[config.mk]
export PLATFORM = sky130hd
export DESIGN_NAME = uart_rx_framed
export DESIGN_NICKNAME = d
export VERILOG_FILES = /design/src/rtl/uart_rx_framed.sv
export SDC_FILE = /design/constraint.sdc
export NUM_CORES = 1
export LEC_CHECK = 0
export ABC_AREA = 1
export CAP_MARGIN = 20
export CORE_AREA = 2 2 87 89
export CTS_CLUSTER_SIZE = 12
export DETAILED_ROUTE_END_ITERATION = 8
export DIE_AREA = 0 0 89 91
export PLACE_DENSITY_LB_ADDON = 0.15
export SLEW_MARGIN = 5
export SYNTH_ARGS = -nofsm -noshare
export SYNTH_HDL_FRONTEND = slang
export SYNTH_SLANG_ARGS = --single-unit
[constraint.sdc]
create_clock -name iClk -period 4.65 [get_ports iClk]
set_input_delay 1.1625 -clock iClk [delete_from_list [all_inputs] [get_ports iClk]]
set_output_delay 1.1625 -clock iClk [all_outputs]
set_load 0.05 [all_outputs]
[src/rtl/uart_rx_framed.sv]
// Framed asynchronous serial receiver: synchroniser, 3-sample majority vote,
// parity/framing/break detection and a first-word fall-through result FIFO.
module uart_rx_framed #(
    parameter int CLK_FREQ   = 10000000,
    parameter int BAUD       = 115200,
    parameter int DATA_BITS  = 8,
    parameter int PARITY     = 0,
    parameter int STOP_BITS  = 1,
    parameter int FIFO_DEPTH = 4
) (
    input  logic                 iClk,
    input  logic                 iRst,
    input  logic                 iRx,
    input  logic                 iReady,
    input  logic                 iClr,
    output logic [DATA_BITS-1:0] oData,
    output logic                 oParityErr,
    output logic                 oFrameErr,
    output logic                 oValid,
    output logic                 oBreak,
    output logic                 oOverrun,
    output logic                 oBusy
);
    localparam int CLK_DIV = CLK_FREQ / BAUD;
    localparam int CNT_W   = $clog2(CLK_DIV) + 1;
    localparam int AW      = $clog2(FIFO_DEPTH);
    localparam int EW      = DATA_BITS + 2;
    localparam logic [CNT_W-1:0] HALF_LOAD = CNT_W'(CLK_DIV / 2);
    localparam logic [CNT_W-1:0] BIT_LOAD  = CNT_W'(CLK_DIV - 1);
    localparam logic [CNT_W-1:0] CNT_ONE   = CNT_W'(1);
    localparam logic [3:0]       LAST_DATA = 4'(DATA_BITS - 1);
    localparam logic [3:0]       LAST_STOP = 4'(STOP_BITS - 1);
    localparam logic [AW:0]      PTR_ONE   = (AW + 1)'(1);
    localparam logic             HAS_PARITY = (PARITY != 0);

    typedef enum logic [2:0] {
        ST_IDLE      = 3'd0,
        ST_START     = 3'd1,
        ST_DATA      = 3'd2,
        ST_PARITY    = 3'd3,
        ST_STOP      = 3'd4,
        ST_WAIT_IDLE = 3'd5
    } state_t;

    function automatic logic majority3(input logic [2:0] s);
        return (s[0] & s[1]) | (s[0] & s[2]) | (s[1] & s[2]);
    endfunction

    // Odd parity expects an odd count of ones over data plus parity bit.
    function automatic logic parity_mismatch(input logic [DATA_BITS-1:0] d, input logic p);
        logic x;
        x = (^d) ^ p;
        if (PARITY == 1) begin
            return ~x;
        end else if (PARITY == 2) begin
            return x;
        end else begin
            return 1'b0;
        end
    endfunction

    logic [1:0]           sync_r;
    logic [2:0]           samp_r;
    state_t               state_r, state_next;
    logic [CNT_W-1:0]     cnt_r, cnt_next;
    logic [3:0]           bit_cnt_r, bit_cnt_next;
    logic [DATA_BITS-1:0] shift_r, shift_next;
    logic                 par_err_r, par_err_next;
    logic                 par_bit_r, par_bit_next;
    logic                 stop_err_r, stop_err_next;
    logic                 stop0_r, stop0_next;
    logic                 push_s, brk_s, first_stop_s;
    logic                 fall_s, vote_s, tick_s;
    logic [EW-1:0]        entry_s;
    logic [EW-1:0]        mem_r [FIFO_DEPTH];
    logic [AW:0]          wr_ptr_r, rd_ptr_r;
    logic                 empty_s, full_s, pop_s, push_ok_s, drop_s;
    logic                 brk_r, ovr_r;
    logic [EW-1:0]        head_s;

    assign fall_s = samp_r[0] & ~sync_r[1];
    assign vote_s = majority3(samp_r);
    assign tick_s = (cnt_r == {CNT_W{1'b0}});

    // Input synchroniser and vote shift register, both idling high.
    always_ff @(posedge iClk) begin
        if (iRst) begin
            sync_r <= 2'b11;
            samp_r <= 3'b111;
        end else begin
            sync_r <= {sync_r[0], iRx};
            samp_r <= {samp_r[1:0], sync_r[1]};
        end
    end

    // Receiver state and frame datapath registers.
    always_ff @(posedge iClk) begin
        if (iRst) begin
            state_r    <= ST_IDLE;
            cnt_r      <= {CNT_W{1'b0}};
            bit_cnt_r  <= 4'd0;
            shift_r    <= {DATA_BITS{1'b0}};
            par_err_r  <= 1'b0;
            par_bit_r  <= 1'b0;
            stop_err_r <= 1'b0;
            stop0_r    <= 1'b1;
        end else begin
            state_r    <= state_next;
            cnt_r      <= cnt_next;
            bit_cnt_r  <= bit_cnt_next;
            shift_r    <= shift_next;
            par_err_r  <= par_err_next;
            par_bit_r  <= par_bit_next;
            stop_err_r <= stop_err_next;
            stop0_r    <= stop0_next;
        end
    end

    // Next-state logic; every sample is CLK_DIV cycles after the previous one.
    always_comb begin
        state_next    = state_r;
        cnt_next      = cnt_r;
        bit_cnt_next  = bit_cnt_r;
        shift_next    = shift_r;
        par_err_next  = par_err_r;
        par_bit_next  = par_bit_r;
        stop_err_next = stop_err_r;
        stop0_next    = stop0_r;
        push_s        = 1'b0;
        brk_s         = 1'b0;
        first_stop_s  = 1'b1;
        case (state_r)
            ST_IDLE: begin
                if (fall_s) begin
                    state_next = ST_START;
                    cnt_next   = HALF_LOAD;
                end else begin
                    state_next = ST_IDLE;
                end
            end
            ST_START: begin
                if (tick_s) begin
                    cnt_next = BIT_LOAD;
                    if (vote_s) begin
                        state_next = ST_IDLE;
                    end else begin
                        state_next    = ST_DATA;
                        bit_cnt_next  = 4'd0;
                        par_err_next  = 1'b0;
                        par_bit_next  = 1'b0;
                        stop_err_next = 1'b0;
                    end
                end else begin
                    cnt_next = cnt_r - CNT_ONE;
                end
            end
            ST_DATA: begin
                if (tick_s) begin
                    cnt_next   = BIT_LOAD;
                    shift_next = {vote_s, shift_r[DATA_BITS-1:1]};
                    if (bit_cnt_r == LAST_DATA) begin
                        bit_cnt_next = 4'd0;
                        state_next   = HAS_PARITY ? ST_PARITY : ST_STOP;
                    end else begin
                        bit_cnt_next = bit_cnt_r + 4'd1;
                    end
                end else begin
                    cnt_next = cnt_r - CNT_ONE;
                end
            end
            ST_PARITY: begin
                if (tick_s) begin
                    cnt_next     = BIT_LOAD;
                    par_bit_next = vote_s;
                    par_err_next = parity_mismatch(shift_r, vote_s);
                    bit_cnt_next = 4'd0;
                    state_next   = ST_STOP;
                end else begin
                    cnt_next = cnt_r - CNT_ONE;
                end
            end
            ST_STOP: begin
                if (tick_s) begin
                    cnt_next      = BIT_LOAD;
                    stop_err_next = stop_err_r | ~vote_s;
                    if (bit_cnt_r == 4'd0) begin
                        stop0_next = vote_s;
                    end else begin
                        stop0_next = stop0_r;
                    end
                    if (bit_cnt_r == LAST_STOP) begin
                        push_s       = 1'b1;
                        first_stop_s = (bit_cnt_r == 4'd0) ? vote_s : stop0_r;
                        brk_s        = (shift_r == {DATA_BITS{1'b0}}) &&
                                       (!HAS_PARITY || !par_bit_r) && !first_stop_s;
                        state_next   = stop_err_next ? ST_WAIT_IDLE : ST_IDLE;
                    end else begin
                        bit_cnt_next = bit_cnt_r + 4'd1;
                    end
                end else begin
                    cnt_next = cnt_r - CNT_ONE;
                end
            end
            ST_WAIT_IDLE: begin
                if (sync_r[1]) begin
                    state_next = ST_IDLE;
                end else begin
                    state_next = ST_WAIT_IDLE;
                end
            end
            default: begin
                state_next = ST_IDLE;
            end
        endcase
    end

    assign entry_s   = {shift_r, par_err_r, stop_err_next};
    assign empty_s   = (wr_ptr_r == rd_ptr_r);
    assign full_s    = (wr_ptr_r[AW] != rd_ptr_r[AW]) &&
                       (wr_ptr_r[AW-1:0] == rd_ptr_r[AW-1:0]);
    assign pop_s     = ~empty_s & iReady;
    assign push_ok_s = push_s & (~full_s | pop_s);
    assign drop_s    = push_s & full_s & ~pop_s;
    assign head_s    = mem_r[rd_ptr_r[AW-1:0]];

    // FIFO pointers; the extra top bit separates full from empty.
    always_ff @(posedge iClk) begin
        if (iRst) begin
            wr_ptr_r <= {(AW + 1){1'b0}};
            rd_ptr_r <= {(AW + 1){1'b0}};
        end else begin
            if (push_ok_s) begin
                wr_ptr_r <= wr_ptr_r + PTR_ONE;
            end
            if (pop_s) begin
                rd_ptr_r <= rd_ptr_r + PTR_ONE;
            end
        end
    end

    // FIFO storage; contents are masked at the outputs while empty.
    always_ff @(posedge iClk) begin
        if (push_ok_s) begin
            mem_r[wr_ptr_r[AW-1:0]] <= entry_s;
        end
    end

    // Break pulse and sticky overrun, where a drop beats a clear.
    always_ff @(posedge iClk) begin
        if (iRst) begin
            brk_r <= 1'b0;
            ovr_r <= 1'b0;
        end else begin
            brk_r <= push_s & brk_s;
            if (drop_s) begin
                ovr_r <= 1'b1;
            end else if (iClr) begin
                ovr_r <= 1'b0;
            end
        end
    end

    // Head-of-FIFO presentation.
    always_comb begin
        if (empty_s) begin
            oData      = {DATA_BITS{1'b0}};
            oParityErr = 1'b0;
            oFrameErr  = 1'b0;
        end else begin
            oData      = head_s[EW-1:2];
            oParityErr = head_s[1];
            oFrameErr  = head_s[0];
        end
    end

    assign oValid   = ~empty_s;
    assign oBreak   = brk_r;
    assign oOverrun = ovr_r;
    assign oBusy    = (state_r != ST_IDLE);

endmodule

Yosys cells after proc, flatten, opt, wreduce, memory -nomap -nowiden --
Memory sizes are Yosys's and may differ from the RTL's. A register that Yosys moved wholly into a read port is not among the register bits. Index checks and enable logic that the tools add are counted.
Storage, ports and cells: bits in registers 39, bits in writable memories 40, input bits 5, output and inout port bits 14, logic and storage cells 119, memories 1
Cells by class: $add $sub $neg 4, eq/ne operators 18, mux-type cells 46, bitwise gates (word level) 18, reductions and logical operators 19
Memory list:
- mem_r | words 4, width 10, rd ports 1, clocked after Yosys merged registers in 1, write ports 1, line 75 | logic [EW-1:0] mem_r [FIFO_DEPTH];
Operator list (count):
- two-way mux 4 bit | 7
- two-way mux 3 bit | 8
- two-way mux 8 bit | 3
- two-way mux 1 bit | 20
- != test 2 bit (second input constant) | 9
- one-hot mux 3 bit (6 select lines) | 1
- logical NOT 8 bit | 2
- one-hot mux 4 bit (4 select lines) | 1
- one-hot mux 8 bit (2 select lines) | 1
- AND 1 bit | 9
- subtractor 8 x 1 -> 8 bit (second input constant) | 1
- AND reduction 7 bit | 1
- adder 3 x 1 -> 3 bit (second input constant) | 2
- == test 3 x 2 -> 1 bit (second input constant) | 2
- == test 3 bit (second input constant) | 2
- two-way mux 2 bit | 3
- AND reduction 2 bit | 3
- AND reduction 6 bit | 1
- nonzero test 2 bit | 3
- NOT 1 bit | 5
- adder 4 x 1 -> 4 bit (second input constant) | 1
- == test 4 x 3 -> 1 bit (second input constant) | 1
- logical NOT 4 bit | 1
- bitwise OR 1 bit | 4
- other kinds (12) | 14

Logic depth before layout (Yosys ltp) --
Gate-level depths: netlist of run 1.
depth in word-level cells 10, mapped depth 10, depth with buffers taken out 10

Least setup slack after synthesis of run 1 --
OpenSTA, ideal clock, no wires.
path kind flip-flop to output port, start point register wr_ptr_r[0], end point output oData[0], data arrival time 1.717 ns, required time 3.488 ns, slack 1.771 ns, stages on the path, launching flop included 9, path buffers 1, cells stage by stage dfxtp_1 inv_1 nand2_1 nand2_1 nor2_1 nand2_1 clkbuf_1 nand2_1 inv_1
On the way: cells in the longest elaborated chain, start to end 2
Ends and longest elaborated chain:
- from (decl) | line 76 | logic [AW:0] wr_ptr_r, rd_ptr_r;
- from (signal assigned) | line 229 | wr_ptr_r <= {(AW + 1){1'b0}};
- from (signal assigned) | line 233 | wr_ptr_r <= wr_ptr_r + PTR_ONE;
- == test 3 bit | line 218 | assign empty_s = (wr_ptr_r == rd_ptr_r);
- two-way mux 8 bit | line 265 | if (empty_s) begin
- to (decl) | line 16 | output logic [DATA_BITS-1:0] oData,
Every way passes these cells.

Final worst setup path of run 1 --
start point register wr_ptr_r[0], end point output oData[3]
The elaborated chain is that of the path after synthesis.

==> results of run 1 <==
[logic make-up (layout without fill, tap and decap cells)]
kind of cell               count (synthesis)  in the layout  synth area share
buffers and inverters                     61             85            0.0698
xor gates and xnor gates                   5              5            0.0127
other                                      1              1           0.00108
and+or+nand+nor                          199            199             0.262
DFF                                       75             75             0.538
AOI/OAI and AO/OA                         53             53            0.0879
adders and majority gates                  8              8            0.0289
[through the flow]
stage | cells | area [sq um] | hold slack (ns) | util | setup slack [ns]
final | 525 | 3940 | 0.418 | 0.552 | 1.10
after global routing | 525 | 3940 | 0.444 | 0.552 | 0.916
after CTS | 525 | 3940 | 0.424 | 0.552 | 1.07
after detailed placement | 509 | 3720 | 0.404 | 0.521 | 1.45
after global placement | 509 | 3720 | 0.392 | 0.521 | 1.54
after floorplan | 402 | 3460 | 0.389 | - | 1.77
[cell usage in the layout, fill, tap and decap left out, types with 2 or more instances in the layout]
cell type / Yosys / routed
sky130_fd_sc_hd__bufinv_16: 0 / 2
sky130_fd_sc_hd__clkinvlp_4: 0 / 3
sky130_fd_sc_hd__nand2_1: 69 / 69
sky130_fd_sc_hd__nor2_1: 86 / 86
sky130_fd_sc_hd__nand2_2: 6 / 6
sky130_fd_sc_hd__ha_1: 8 / 8
sky130_fd_sc_hd__o21ai_1: 2 / 2
sky130_fd_sc_hd__nor2_4: 4 / 4
sky130_fd_sc_hd__clkbuf_8: 0 / 9
sky130_fd_sc_hd__or2_2: 4 / 4
sky130_fd_sc_hd__buf_4: 2 / 2
sky130_fd_sc_hd__nand4_1: 3 / 3
sky130_fd_sc_hd__o21ai_0: 26 / 26
sky130_fd_sc_hd__nor3_1: 3 / 3
sky130_fd_sc_hd__clkinv_1: 2 / 2
sky130_fd_sc_hd__a211oi_1: 2 / 2
sky130_fd_sc_hd__a21oi_1: 14 / 14
sky130_fd_sc_hd__xor2_1: 4 / 4
sky130_fd_sc_hd__nand2_4: 4 / 4
sky130_fd_sc_hd__clkdlybuf4s50_1: 0 / 17
sky130_fd_sc_hd__inv_2: 3 / 3
sky130_fd_sc_hd__edfxtp_1: 36 / 36
sky130_fd_sc_hd__o32ai_1: 9 / 9
sky130_fd_sc_hd__dfxtp_1: 39 / 39
sky130_fd_sc_hd__nand3_1: 14 / 14
sky130_fd_sc_hd__inv_1: 44 / 44
[worst max-delay path: stages (launching register included)]
cell and delay, ns:
sky130_fd_sc_hd__dfxtp_1 0.41, sky130_fd_sc_hd__inv_1 0.12, sky130_fd_sc_hd__nand2_1 0.07, sky130_fd_sc_hd__nand2_1 0.05, sky130_fd_sc_hd__nor2_1 0.15, sky130_fd_sc_hd__nand2_1 0.33, sky130_fd_sc_hd__nand2_1 0.19, sky130_fd_sc_hd__inv_1 0.05
sky130_fd_sc_hd__clkdlybuf4s50_1 0.69
[area by class of cell]
| cell class | instances | area, sq um | area share |
|---|---|---|---|
| inverters | 50 | 190 | 0.0483 |
| clock buffers | 10 | 128 | 0.0324 |
| well taps | 99 | 124 | 0.0315 |
| multi-input cells | 266 | 1360 | 0.345 |
| repair buffers | 19 | 185 | 0.0470 |
| flip-flops and latches | 75 | 1860 | 0.473 |
| clock inverters | 6 | 91.3 | 0.0232 |
[how the worst max path moves through the flow]
stage,from,end,slack (ns),depth (start not counted)
after floorplan,wr_ptr_r[0]$_SDFFE_PP0P_,oData[0],1.77,8
after global placement,flop,oData[7],1.54,5
after detailed placement,wr_ptr_r[0]$_SDFFE_PP0P_,oData[7],1.45,8
after CTS,wr_ptr_r[0]$_SDFFE_PP0P_,oData[3],1.07,8
after global routing,wr_ptr_r[0]$_SDFFE_PP0P_,oData[3],0.92,8
final,wr_ptr_r[0]$_SDFFE_PP0P_,oData[3],1.10,8
[per-layer routing]
layer	vias to the layer above	GRT usage	wire length (microns)
met2	30	0.291	3150
met1	1187	0.219	3020
met3	11	0.0309	143
met4	0	0.0796	140
li1	1338	-	-
met5	-	0	0
[power by group]
group | switching, mW | internal, mW | total, mW | leakage [nW]
combinational | 0.128 | 0.0632 | 0.191 | 0.932
sequential | 0.0149 | 0.697 | 0.712 | 0.721
clock | 0.246 | 0.303 | 0.549 | 0.0987
total | 0.389 | 1.06 | 1.45 | 1.75
[registers in the layout (all words and copies together) (netlist names), named ones only]
signal / flops
bit_cnt_r: 4
shift_r: 8
rd_ptr_r: 3
cnt_r: 8
oOverrun: 1
mem_r: 36
state_r: 3
wr_ptr_r: 3
sync_r: 2
samp_r: 3
stop_err_r: 1
oBreak: 1
==> impl_metrics.prom, run 1 <==
# TYPE chip_impl_metric gauge
chip_impl_metric{name="port_buffers",unit=""} 17
chip_impl_metric{name="cts.reportedPaths.clkPinSlew",unit="ns"} 0.08
chip_impl_info{name="timing.hold.worst.class",value="reg -> reg"} 1
chip_impl_metric{name="peak_supply_drop",unit="V"} 0.000153
chip_impl_metric{name="synthesis.instances",unit=""} 402
chip_impl_metric{name="netlist_area_pre_place",unit="sq um"} 3460
chip_impl_metric{name="ys_async_rst_share",unit=""} 0
chip_impl_metric{name="start_util",unit=""} 0.485
chip_impl_metric{name="final-hold-violation-count",unit=""} 0
chip_impl_metric{name="num_antenna_cells",unit=""} 0
chip_impl_metric{name="post_dp_hpwl",unit="microns"} 4360
chip_impl_metric{name="min_path_cells",unit=""} 1
chip_impl_metric{name="grt_pass1_vias",unit=""} 2365
chip_impl_metric{name="post-synth-top-area-fraction",unit=""} 0.312
chip_impl_metric{name="antenna_left",unit=""} 0
chip_impl_metric{name="drt_first_iter_violations",unit=""} 166
chip_impl_metric{name="synth_sequential_area_ratio",unit=""} 0.538
chip_impl_metric{name="final.setup.tns",unit="ns"} 0
chip_impl_metric{name="design.final.nets",unit=""} 434
chip_impl_metric{name="drc",unit=""} 0
chip_impl_metric{name="timing.max_slew.rel_slack",unit=""} 0.394
chip_impl_metric{name="timing.final.max_slew_violations",unit=""} 0
chip_impl_metric{name="vias",unit=""} 2566
chip_impl_metric{name="postSynthRegisterBits",unit=""} 75
chip_impl_metric{name="floorplan.die.height",unit="microns"} 91
chip_impl_metric{name="cts.hold.buffers_added",unit=""} 0
chip_impl_metric{name="worst_clock_skew",unit="ns"} 0.00803
chip_impl_metric{name="cts_made_buffers",unit=""} 9
chip_impl_info{name="timing.rr.end",value="mem_r[1][3]$_DFFE_PP_"} 1
chip_impl_metric{name="cts-root-to-sink-buffers",unit=""} 2
chip_impl_metric{name="wl_per_cell",unit="microns"} 12.3
chip_impl_metric{name="gp_congestion",unit=""} 0.774
chip_impl_metric{name="flow.area_growth_from_synthesis",unit="%"} 13.8
chip_impl_info{name="rsz0062_at_grt",value="no"} 1
chip_impl_metric{name="clock-sinks",unit=""} 75
chip_impl_metric{name="synth_area_per_inst",unit="sq um"} 8.61
chip_impl_info{name="worstHoldEndpoint",value="sync_r[1]$_SDFF_PP1_"} 1
chip_impl_info{name="clock-root-buffer",value="sky130_fd_sc_hd__clkbuf_8"} 1
chip_impl_metric{name="wire_length_of_the_first_global_routing_pass",unit="microns"} 10900
chip_impl_metric{name="synth_fp_nets",unit=""} 415
chip_impl_metric{name="dieArea",unit="sq um"} 8100
chip_impl_metric{name="vias_per_cell",unit=""} 4.89
chip_impl_metric{name="cts_resized",unit=""} 0
chip_impl_metric{name="tightest_slew",unit="ns"} 0.905
chip_impl_info{name="setup.worst_path.class",value="reg -> out"} 1
chip_impl_metric{name="power.total",unit="mW"} 1.45
chip_impl_metric{name="floorplan.rows",unit=""} 31
chip_impl_info{name="synthMostInstantiatedCell",value="sky130_fd_sc_hd__nor2_1"} 1
chip_impl_metric{name="cts_setup_buffers",unit=""} 0
chip_impl_metric{name="fp.dieW",unit="microns"} 89
chip_impl_metric{name="grt_antenna_before_repair",unit=""} 0
chip_impl_metric{name="power.static_leakage",unit="nW"} 1.75
chip_impl_metric{name="floorplan.io_pins",unit=""} 19
chip_impl_metric{name="detail_route.first_pass.iterations",unit=""} 4
chip_impl_metric{name="drv.max_cap_violation_count",unit=""} 0
chip_impl_info{name="synth_flop_cell",value="sky130_fd_sc_hd__dfxtp_1"} 1
chip_impl_info{name="tritoncts",value="yes"} 1
chip_impl_info{name="cp-end-kind",value="primary output"} 1
chip_impl_info{name="synth_area_leader_cell",value="sky130_fd_sc_hd__edfxtp_1"} 1
chip_impl_metric{name="r2r_cells",unit=""} 8
chip_impl_metric{name="post_synth_num_cell_types",unit=""} 34
chip_impl_info{name="timing.critical_path.from_type",value="flop"} 1
chip_impl_info{name="yosys-top-cells-count",value="sky130_fd_sc_hd__nor2_1 (86), sky130_fd_sc_hd__nand2_1 (69), sky130_fd_sc_hd__inv_1 (44)"} 1
chip_impl_metric{name="achievable-frequency",unit="MHz"} 282
chip_impl_metric{name="wp_data_required",unit="ns"} 3.49
chip_impl_metric{name="coreArea",unit="sq um"} 7140
chip_impl_info{name="rr_startpoint",value="cnt_r[0]$_SDFFE_PP0P_"} 1
chip_impl_metric{name="drt_wl_total",unit="microns"} 6450
chip_impl_info{name="run_status",value="finished, final reports clean"} 1
chip_impl_metric{name="layout-drive-gt1-share",unit=""} 0.101
chip_impl_metric{name="timing.final.crit_share",unit=""} 0.764
chip_impl_metric{name="ys_warns",unit=""} 0
chip_impl_metric{name="critPathMaxFanout",unit=""} 11
chip_impl_metric{name="cp_data_arrival_time",unit="ns"} 2.39
chip_impl_metric{name="power.density",unit="nW/um^2"} 369
chip_impl_metric{name="synth_edf_count",unit=""} 36
chip_impl_metric{name="fillers",unit=""} 688
chip_impl_metric{name="maximum_number_of_pins_on_one_net_before_global_route_repair",unit=""} 20
chip_impl_metric{name="min_period",unit="ns"} 3.55
chip_impl_metric{name="cts_htree_levels",unit=""} 3
chip_impl_metric{name="reg2reg_setup_slack",unit="ns"} 2.25
chip_impl_info{name="netlist_top_cells_area",value="sky130_fd_sc_hd__edfxtp_1 (31%), sky130_fd_sc_hd__dfxtp_1 (23%), sky130_fd_sc_hd__nor2_1 (9.3%), sky130_fd_sc_hd__nand2_1 (7.5%), sky130_fd_sc_hd__inv_1 (4.8%)"} 1
chip_impl_info{name="worstHoldStart",value="sync_r[0]$_SDFF_PP1_"} 1
chip_impl_metric{name="setup_violations",unit=""} 0
chip_impl_metric{name="gr-total-overflow",unit=""} 0
chip_impl_metric{name="globalRouteTotalUtil",unit=""} 0.175
chip_impl_metric{name="insertion_delay",unit="ns"} 0.34
Power figures use the tool's default switching activity.
==> inputs of run 2 (changes only) <==
==> constraint.sdc (replaced) <==
create_clock -name iClk -period 2.8 [get_ports iClk]
set_input_delay 0.7 -clock iClk [delete_from_list [all_inputs] [get_ports iClk]]
set_output_delay 0.7 -clock iClk [all_outputs]
set_load 0.05 [all_outputs]
==> run 2 against run 1 <==
Combinational power increased by 67%. Clock skew shrank 0.0018 ns. Sequential share of layout area rose by 0.17 points. Via count up 0.74%. Critical endpoint is now oBusy. Largest power group unchanged.
==> impl_metrics.prom, run 2 (same netlist as run 1, synthesis figures left out) <==
# TYPE chip_impl_metric gauge
chip_impl_metric{name="peak_supply_drop",unit="V"} 0.000226
chip_impl_metric{name="wp_data_required",unit="ns"} 2.10
chip_impl_info{name="rsz0062_at_grt",value="no"} 1
chip_impl_metric{name="final.setup.tns",unit="ns"} 0
chip_impl_metric{name="numPlacedInstances",unit=""} 513
chip_impl_metric{name="num_antenna_cells",unit=""} 0
chip_impl_metric{name="post_dp_hpwl",unit="microns"} 4500
chip_impl_info{name="tritoncts",value="yes"} 1
chip_impl_metric{name="cts_made_buffers",unit=""} 9
chip_impl_metric{name="drt_wl_total",unit="microns"} 6560
chip_impl_metric{name="vias",unit=""} 2585
chip_impl_metric{name="fp.dieW",unit="microns"} 89
chip_impl_metric{name="port_buffers",unit=""} 17
chip_impl_metric{name="coreArea",unit="sq um"} 7140
chip_impl_metric{name="gp_congestion",unit=""} 0.759
chip_impl_metric{name="instances_no_fill",unit=""} 529
chip_impl_info{name="setup.worst_path.class",value="reg -> out"} 1
chip_impl_metric{name="insertion_delay",unit="ns"} 0.34
chip_impl_metric{name="finish.instance_area",unit="sq um"} 3930
chip_impl_metric{name="grt_pass1_vias",unit=""} 2459
chip_impl_metric{name="largest_reg_flops",unit=""} 36
chip_impl_metric{name="power.density",unit="nW/um^2"} 591
chip_impl_metric{name="floorplan.io_pins",unit=""} 19
chip_impl_metric{name="drv.max_cap_violation_count",unit=""} 0
chip_impl_metric{name="critPathMaxFanout",unit=""} 5
chip_impl_metric{name="dieArea",unit="sq um"} 8100
chip_impl_metric{name="drc",unit=""} 0
chip_impl_metric{name="detail_route.first_pass.iterations",unit=""} 4
chip_impl_metric{name="design.final.nets",unit=""} 438
chip_impl_metric{name="layout-drive-gt1-share",unit=""} 0.135
chip_impl_info{name="cp-end-kind",value="primary output"} 1
chip_impl_metric{name="timing.max_slew.rel_slack",unit=""} 0.607
chip_impl_metric{name="vias_per_cell",unit=""} 4.89
chip_impl_metric{name="min_period",unit="ns"} 2.53
chip_impl_metric{name="cts-root-to-sink-buffers",unit=""} 2
chip_impl_metric{name="floorplan.rows",unit=""} 31
chip_impl_info{name="timing.hold.worst.class",value="reg -> reg"} 1
chip_impl_info{name="timing.critical_path.from_type",value="flop"} 1
chip_impl_metric{name="cts.hold.buffers_added",unit=""} 0
chip_impl_metric{name="cts_htree_levels",unit=""} 3
chip_impl_metric{name="fillers",unit=""} 668
chip_impl_metric{name="cts_resized",unit=""} 0
chip_impl_metric{name="tightest_slew",unit="ns"} 0.588
chip_impl_metric{name="start_util",unit=""} 0.485
chip_impl_metric{name="cp_data_arrival_time",unit="ns"} 1.83
chip_impl_info{name="mostFrequentLayoutCells",value="sky130_fd_sc_hd__nor2_1 (86), sky130_fd_sc_hd__nand2_1 (69), sky130_fd_sc_hd__inv_1 (44), sky130_fd_sc_hd__dfxtp_1 (38), sky130_fd_sc_hd__edfxtp_1 (36)"} 1
chip_impl_info{name="run_status",value="finished, final reports clean"} 1
chip_impl_metric{name="globalRouteTotalUtil",unit=""} 0.179
chip_impl_info{name="most_common_library_cell_in_the_layout_ignoring_fill_and_taps",value="sky130_fd_sc_hd__nor2_1"} 1
chip_impl_metric{name="gr-total-overflow",unit=""} 0
chip_impl_metric{name="wire_length_of_the_first_global_routing_pass",unit="microns"} 11300
chip_impl_metric{name="clock-sinks",unit=""} 75
chip_impl_metric{name="drt_first_iter_violations",unit=""} 198
chip_impl_metric{name="setup_violations",unit=""} 0
chip_impl_metric{name="flow.area_growth_from_synthesis",unit="%"} 13.4
chip_impl_metric{name="final-hold-violation-count",unit=""} 0
chip_impl_metric{name="power.static_leakage",unit="nW"} 1.80
chip_impl_metric{name="cts_setup_buffers",unit=""} 0
chip_impl_metric{name="maximum_number_of_pins_on_one_net_before_global_route_repair",unit=""} 20
chip_impl_metric{name="cts.reportedPaths.clkPinSlew",unit="ns"} 0.08
chip_impl_metric{name="worst_clock_skew",unit="ns"} 0.00627
chip_impl_metric{name="dpl_cell_area",unit="sq um"} 3730
chip_impl_info{name="clock-root-buffer",value="sky130_fd_sc_hd__clkbuf_8"} 1
chip_impl_metric{name="antenna_left",unit=""} 0
chip_impl_metric{name="floorplan.die.height",unit="microns"} 91
chip_impl_metric{name="timing.final.max_slew_violations",unit=""} 0
chip_impl_metric{name="wl_per_cell",unit="microns"} 12.4
chip_impl_metric{name="grt_antenna_before_repair",unit=""} 0
chip_impl_metric{name="achievable-frequency",unit="MHz"} 395
chip_impl_metric{name="timing.final.crit_share",unit=""} 0.904
[run 2: cell types whose count changed in the layout (fill, tap and decap cells not counted), sizes merged]
cell           change
buf               +13
bufinv             -1
clkdlybuf4s50     -10
dlymetal6s2s       +1
inv                +1
[run 2: layout make-up]
class / instances / area [sq um] / share of cell area
Timing Repair Buffer: 23 / 195 / 0.0497
Clock buffer: 10 / 128 / 0.0325
Multi-Input combinational cell: 266 / 1360 / 0.346
Sequential cell: 75 / 1860 / 0.475
Inverter: 50 / 194 / 0.0494
Clock inverter: 6 / 65.1 / 0.0166
Tap cell: 99 / 124 / 0.0315
[run 2: worst paths after layout]
| kind | start | end | slack (ns) | cells after the start |
|---|---|---|---|---|
| min reg2reg | sync_r[0]$_SDFF_PP1_ | sync_r[1]$_SDFF_PP1_ | 0.41 | 1 |
| max reg2reg | cnt_r[0]$_SDFFE_PP0P_ | mem_r[3][3]$_DFFE_PP_ | 0.83 | 8 |
| max | state_r[2]$_SDFFE_PP0P_ | oBusy | 0.27 | 3 |
| min | sync_r[0]$_SDFF_PP1_ | sync_r[1]$_SDFF_PP1_ | 0.41 | 1 |
[run 2: through the flow]
stage          utilization  total power [mW]  setup WS, ns  hold slack [ns]
6_report             0.550              2.32         0.270            0.415
3_5_place_dp         0.522              1.53         0.411            0.396
3_3_place_gp         0.522              1.53         0.435            0.393
2_1_floorplan            -              1.45         0.383            0.389
4_1_cts              0.549              2.35        0.0251            0.419
5_1_grt              0.550              2.44         0.107            0.426
[run 2: power by group]
group	leakage, nW	switching, mW	internal (mW)
combinational	0.987	0.213	0.106
sequential	0.721	0.0288	1.16
clock	0.0928	0.401	0.413
[run 2: critical path: stages, from the launching register on]
cell	delay (ns)
sky130_fd_sc_hd__dfxtp_1	0.46
sky130_fd_sc_hd__inv_1	0.14
sky130_fd_sc_hd__nand2_1	0.09
sky130_fd_sc_hd__clkdlybuf4s50_1	0.79
[run 2: layer usage]
| layer | up-vias | track usage | share of wire |
|---|---|---|---|
| met4 | 0 | 0.0784 | 0.0093 |
| met5 | - | 0 | 0 |
| met1 | 1189 | 0.243 | 0.48 |
| met2 | 46 | 0.280 | 0.48 |
| met3 | 6 | 0.0300 | 0.032 |
| li1 | 1344 | - | - |
==> inputs of run 3 (changes only) <==
--- a/config.mk
+++ b/config.mk
@@ -7,10 +7,10 @@
 export LEC_CHECK = 0
 export ABC_AREA = 1
 export CAP_MARGIN = 20
-export CORE_AREA = 2 2 87 89
+export CORE_AREA = 2 2 91 84
 export CTS_CLUSTER_SIZE = 12
 export DETAILED_ROUTE_END_ITERATION = 8
-export DIE_AREA = 0 0 89 91
+export DIE_AREA = 0 0 93 86
 export PLACE_DENSITY_LB_ADDON = 0.15
 export SLEW_MARGIN = 5
 export SYNTH_ARGS = -nofsm -noshare
==> constraint.sdc (replaced) <==
create_clock -name iClk -period 3.15 [get_ports iClk]
set_input_delay 0.7875 -clock iClk [delete_from_list [all_inputs] [get_ports iClk]]
set_output_delay 0.7875 -clock iClk [all_outputs]
set_load 0.05 [all_outputs]
==> run 3 against run 2 <==
Register-to-register slack better by 0.08 ns. Global-route usage shrank 0.24 points. Die area shrank 1.2%. Clock skew grew 0.0016 ns. Non-clock buffer count decreased by 1. Routed wire length decreased by 3.1%. Critical path type unchanged. Largest cell class unchanged. Highest routed layer unchanged.
==> impl_metrics.prom, run 3 (same netlist as run 1, synthesis figures left out) <==
# TYPE chip_impl_metric gauge
chip_impl_info{name="run_status",value="finished, final reports clean"} 1
chip_impl_metric{name="gr-total-overflow",unit=""} 0
chip_impl_metric{name="achievable-frequency",unit="MHz"} 358
chip_impl_metric{name="design.final.nets",unit=""} 437
chip_impl_metric{name="globalRouteTotalUtil",unit=""} 0.177
chip_impl_metric{name="area.sequential",unit="sq um"} 1860
chip_impl_metric{name="setup_violations",unit=""} 0
chip_impl_metric{name="instances_no_fill",unit=""} 522
chip_impl_metric{name="drt_first_iter_violations",unit=""} 165
chip_impl_info{name="timing.hold.worst.class",value="reg -> reg"} 1
chip_impl_metric{name="largest_reg_flops",unit=""} 36
chip_impl_metric{name="power.static_leakage",unit="nW"} 1.79
chip_impl_info{name="clock-root-buffer",value="sky130_fd_sc_hd__clkbuf_8"} 1
chip_impl_metric{name="wl_per_cell",unit="microns"} 12.2
chip_impl_metric{name="cts_made_buffers",unit=""} 9
chip_impl_metric{name="grt_antenna_before_repair",unit=""} 0
chip_impl_metric{name="worst_clock_skew",unit="ns"} 0.00791
chip_impl_metric{name="port_buffers",unit=""} 17
chip_impl_metric{name="peak_supply_drop",unit="V"} 0.000278
chip_impl_metric{name="timing.final.max_slew_violations",unit=""} 0
chip_impl_metric{name="gp_congestion",unit=""} 0.785
chip_impl_metric{name="maximum_number_of_pins_on_one_net_before_global_route_repair",unit=""} 20
chip_impl_metric{name="tightest_slew",unit="ns"} 0.730
chip_impl_metric{name="power.density",unit="nW/um^2"} 543
chip_impl_metric{name="timing.max_slew.rel_slack",unit=""} 0.511
chip_impl_metric{name="cts.hold.buffers_added",unit=""} 0
chip_impl_info{name="rsz0062_at_grt",value="no"} 1
chip_impl_metric{name="grt_pass1_vias",unit=""} 2412
chip_impl_metric{name="min_period",unit="ns"} 2.79
chip_impl_metric{name="detail_route.first_pass.iterations",unit=""} 4
chip_impl_metric{name="flow.area_growth_from_synthesis",unit="%"} 13.5
chip_impl_metric{name="clock-sinks",unit=""} 75
chip_impl_metric{name="antenna_left",unit=""} 0
chip_impl_metric{name="drt_wl_total",unit="microns"} 6350
chip_impl_metric{name="wp_data_required",unit="ns"} 2.36
chip_impl_metric{name="cts.reportedPaths.clkPinSlew",unit="ns"} 0.07
chip_impl_metric{name="cts_resized",unit=""} 0
chip_impl_metric{name="cts_setup_buffers",unit=""} 0
chip_impl_info{name="timing.critical_path.from_type",value="flop"} 1
chip_impl_metric{name="drv.max_cap_violation_count",unit=""} 0
chip_impl_metric{name="final.setup.tns",unit="ns"} 0
chip_impl_metric{name="drc",unit=""} 0
chip_impl_metric{name="hold-worst-slack",unit="ns"} 0.412
chip_impl_info{name="cp-end-kind",value="primary output"} 1
chip_impl_metric{name="insertion_delay",unit="ns"} 0.35
chip_impl_metric{name="floorplan.io_pins",unit=""} 19
chip_impl_metric{name="fillers",unit=""} 655
chip_impl_metric{name="multi_input_comb_area",unit="sq um"} 1360
chip_impl_metric{name="num_antenna_cells",unit=""} 0
chip_impl_info{name="mostFrequentLayoutCells",value="sky130_fd_sc_hd__nor2_1 (86), sky130_fd_sc_hd__nand2_1 (69), sky130_fd_sc_hd__inv_1 (44), sky130_fd_sc_hd__dfxtp_1 (39), sky130_fd_sc_hd__edfxtp_1 (36)"} 1
chip_impl_metric{name="cp_data_arrival_time",unit="ns"} 2.00
chip_impl_metric{name="vias_per_cell",unit=""} 4.83
chip_impl_metric{name="cts-root-to-sink-buffers",unit=""} 2
chip_impl_metric{name="timing.final.crit_share",unit=""} 0.886
chip_impl_metric{name="wire_length_of_the_first_global_routing_pass",unit="microns"} 11100
chip_impl_metric{name="cts_htree_levels",unit=""} 3
chip_impl_metric{name="dieArea",unit="sq um"} 8000
chip_impl_metric{name="floorplan.rows",unit=""} 29
chip_impl_info{name="setup.worst_path.class",value="reg -> out"} 1
chip_impl_metric{name="layout-drive-gt1-share",unit=""} 0.126
chip_impl_metric{name="post_dp_hpwl",unit="microns"} 4410
chip_impl_metric{name="numPlacedInstances",unit=""} 506
chip_impl_metric{name="coreArea",unit="sq um"} 6970
chip_impl_info{name="tritoncts",value="yes"} 1
chip_impl_metric{name="start_util",unit=""} 0.497
chip_impl_metric{name="floorplan.die.height",unit="microns"} 86
chip_impl_metric{name="critPathMaxFanout",unit=""} 5
chip_impl_metric{name="fp.dieW",unit="microns"} 93
chip_impl_metric{name="final-hold-violation-count",unit=""} 0
chip_impl_info{name="most_common_library_cell_in_the_layout_ignoring_fill_and_taps",value="sky130_fd_sc_hd__nor2_1"} 1
chip_impl_metric{name="vias",unit=""} 2520
[run 3: metal layers]
layer / up-vias / routed length (microns) / track usage / share of wire
met4: 0 / 51 / 0.0495 / 0.0080
met1: 1126 / 3030 / 0.216 / 0.48
met5: - / 0 / 0 / 0
li1: 1336 / - / - / -
met2: 48 / 3010 / 0.305 / 0.47
met3: 10 / 260 / 0.0518 / 0.041
[run 3: per-stage QoR]
| step | total power [mW] | cell area, sq um | setup WS (ns) | utilization |
|---|---|---|---|---|
| 2_1_floorplan | 1.29 | 3460 | 0.646 | - |
| 3_3_place_gp | 1.35 | 3710 | 0.678 | 0.533 |
| 3_5_place_dp | 1.36 | 3710 | 0.595 | 0.533 |
| 4_1_cts | 2.15 | 3930 | 0.348 | 0.564 |
| 5_1_grt | 2.23 | 3930 | 0.157 | 0.564 |
| 6_report | 2.13 | 3930 | 0.360 | 0.564 |
[run 3: report_power, final]
part           internal [mW]  total (mW)  switching (mW)
combinational         0.0948       0.286           0.191
sequential              1.03        1.05          0.0212
clock                  0.447       0.796           0.349
[run 3: final timing paths]
path,cells after the start,slack (ns),from,to
worst min-delay path,1,0.41,sync_r[0]$_SDFF_PP1_,sync_r[1]$_SDFF_PP1_
worst max-delay path,6,0.36,wr_ptr_r[1]$_SDFFE_PP0P_,oValid
worst max register to register,8,0.91,cnt_r[0]$_SDFFE_PP0P_,mem_r[2][4]$_DFFE_PP_
worst min register to register,1,0.41,sync_r[0]$_SDFF_PP1_,sync_r[1]$_SDFF_PP1_
[run 3: critical path, stage by stage, from the launching register on]
cell and delay, ns:
sky130_fd_sc_hd__dfxtp_1 0.41, sky130_fd_sc_hd__inv_1 0.11, sky130_fd_sc_hd__nand2_1 0.07, sky130_fd_sc_hd__nand2_1 0.04, sky130_fd_sc_hd__nor2_1 0.17, sky130_fd_sc_hd__nand2_1 0.13, sky130_fd_sc_hd__clkdlybuf4s50_1 0.72
[run 3: layout make-up]
type,instances,share of cell area
clock buffer,10,0.0325
sequential,75,0.474
tap,93,0.0296
multi-input combinational,266,0.346
timing repair buffer,22,0.0471
inverter,50,0.0484
clock inverter,6,0.0226
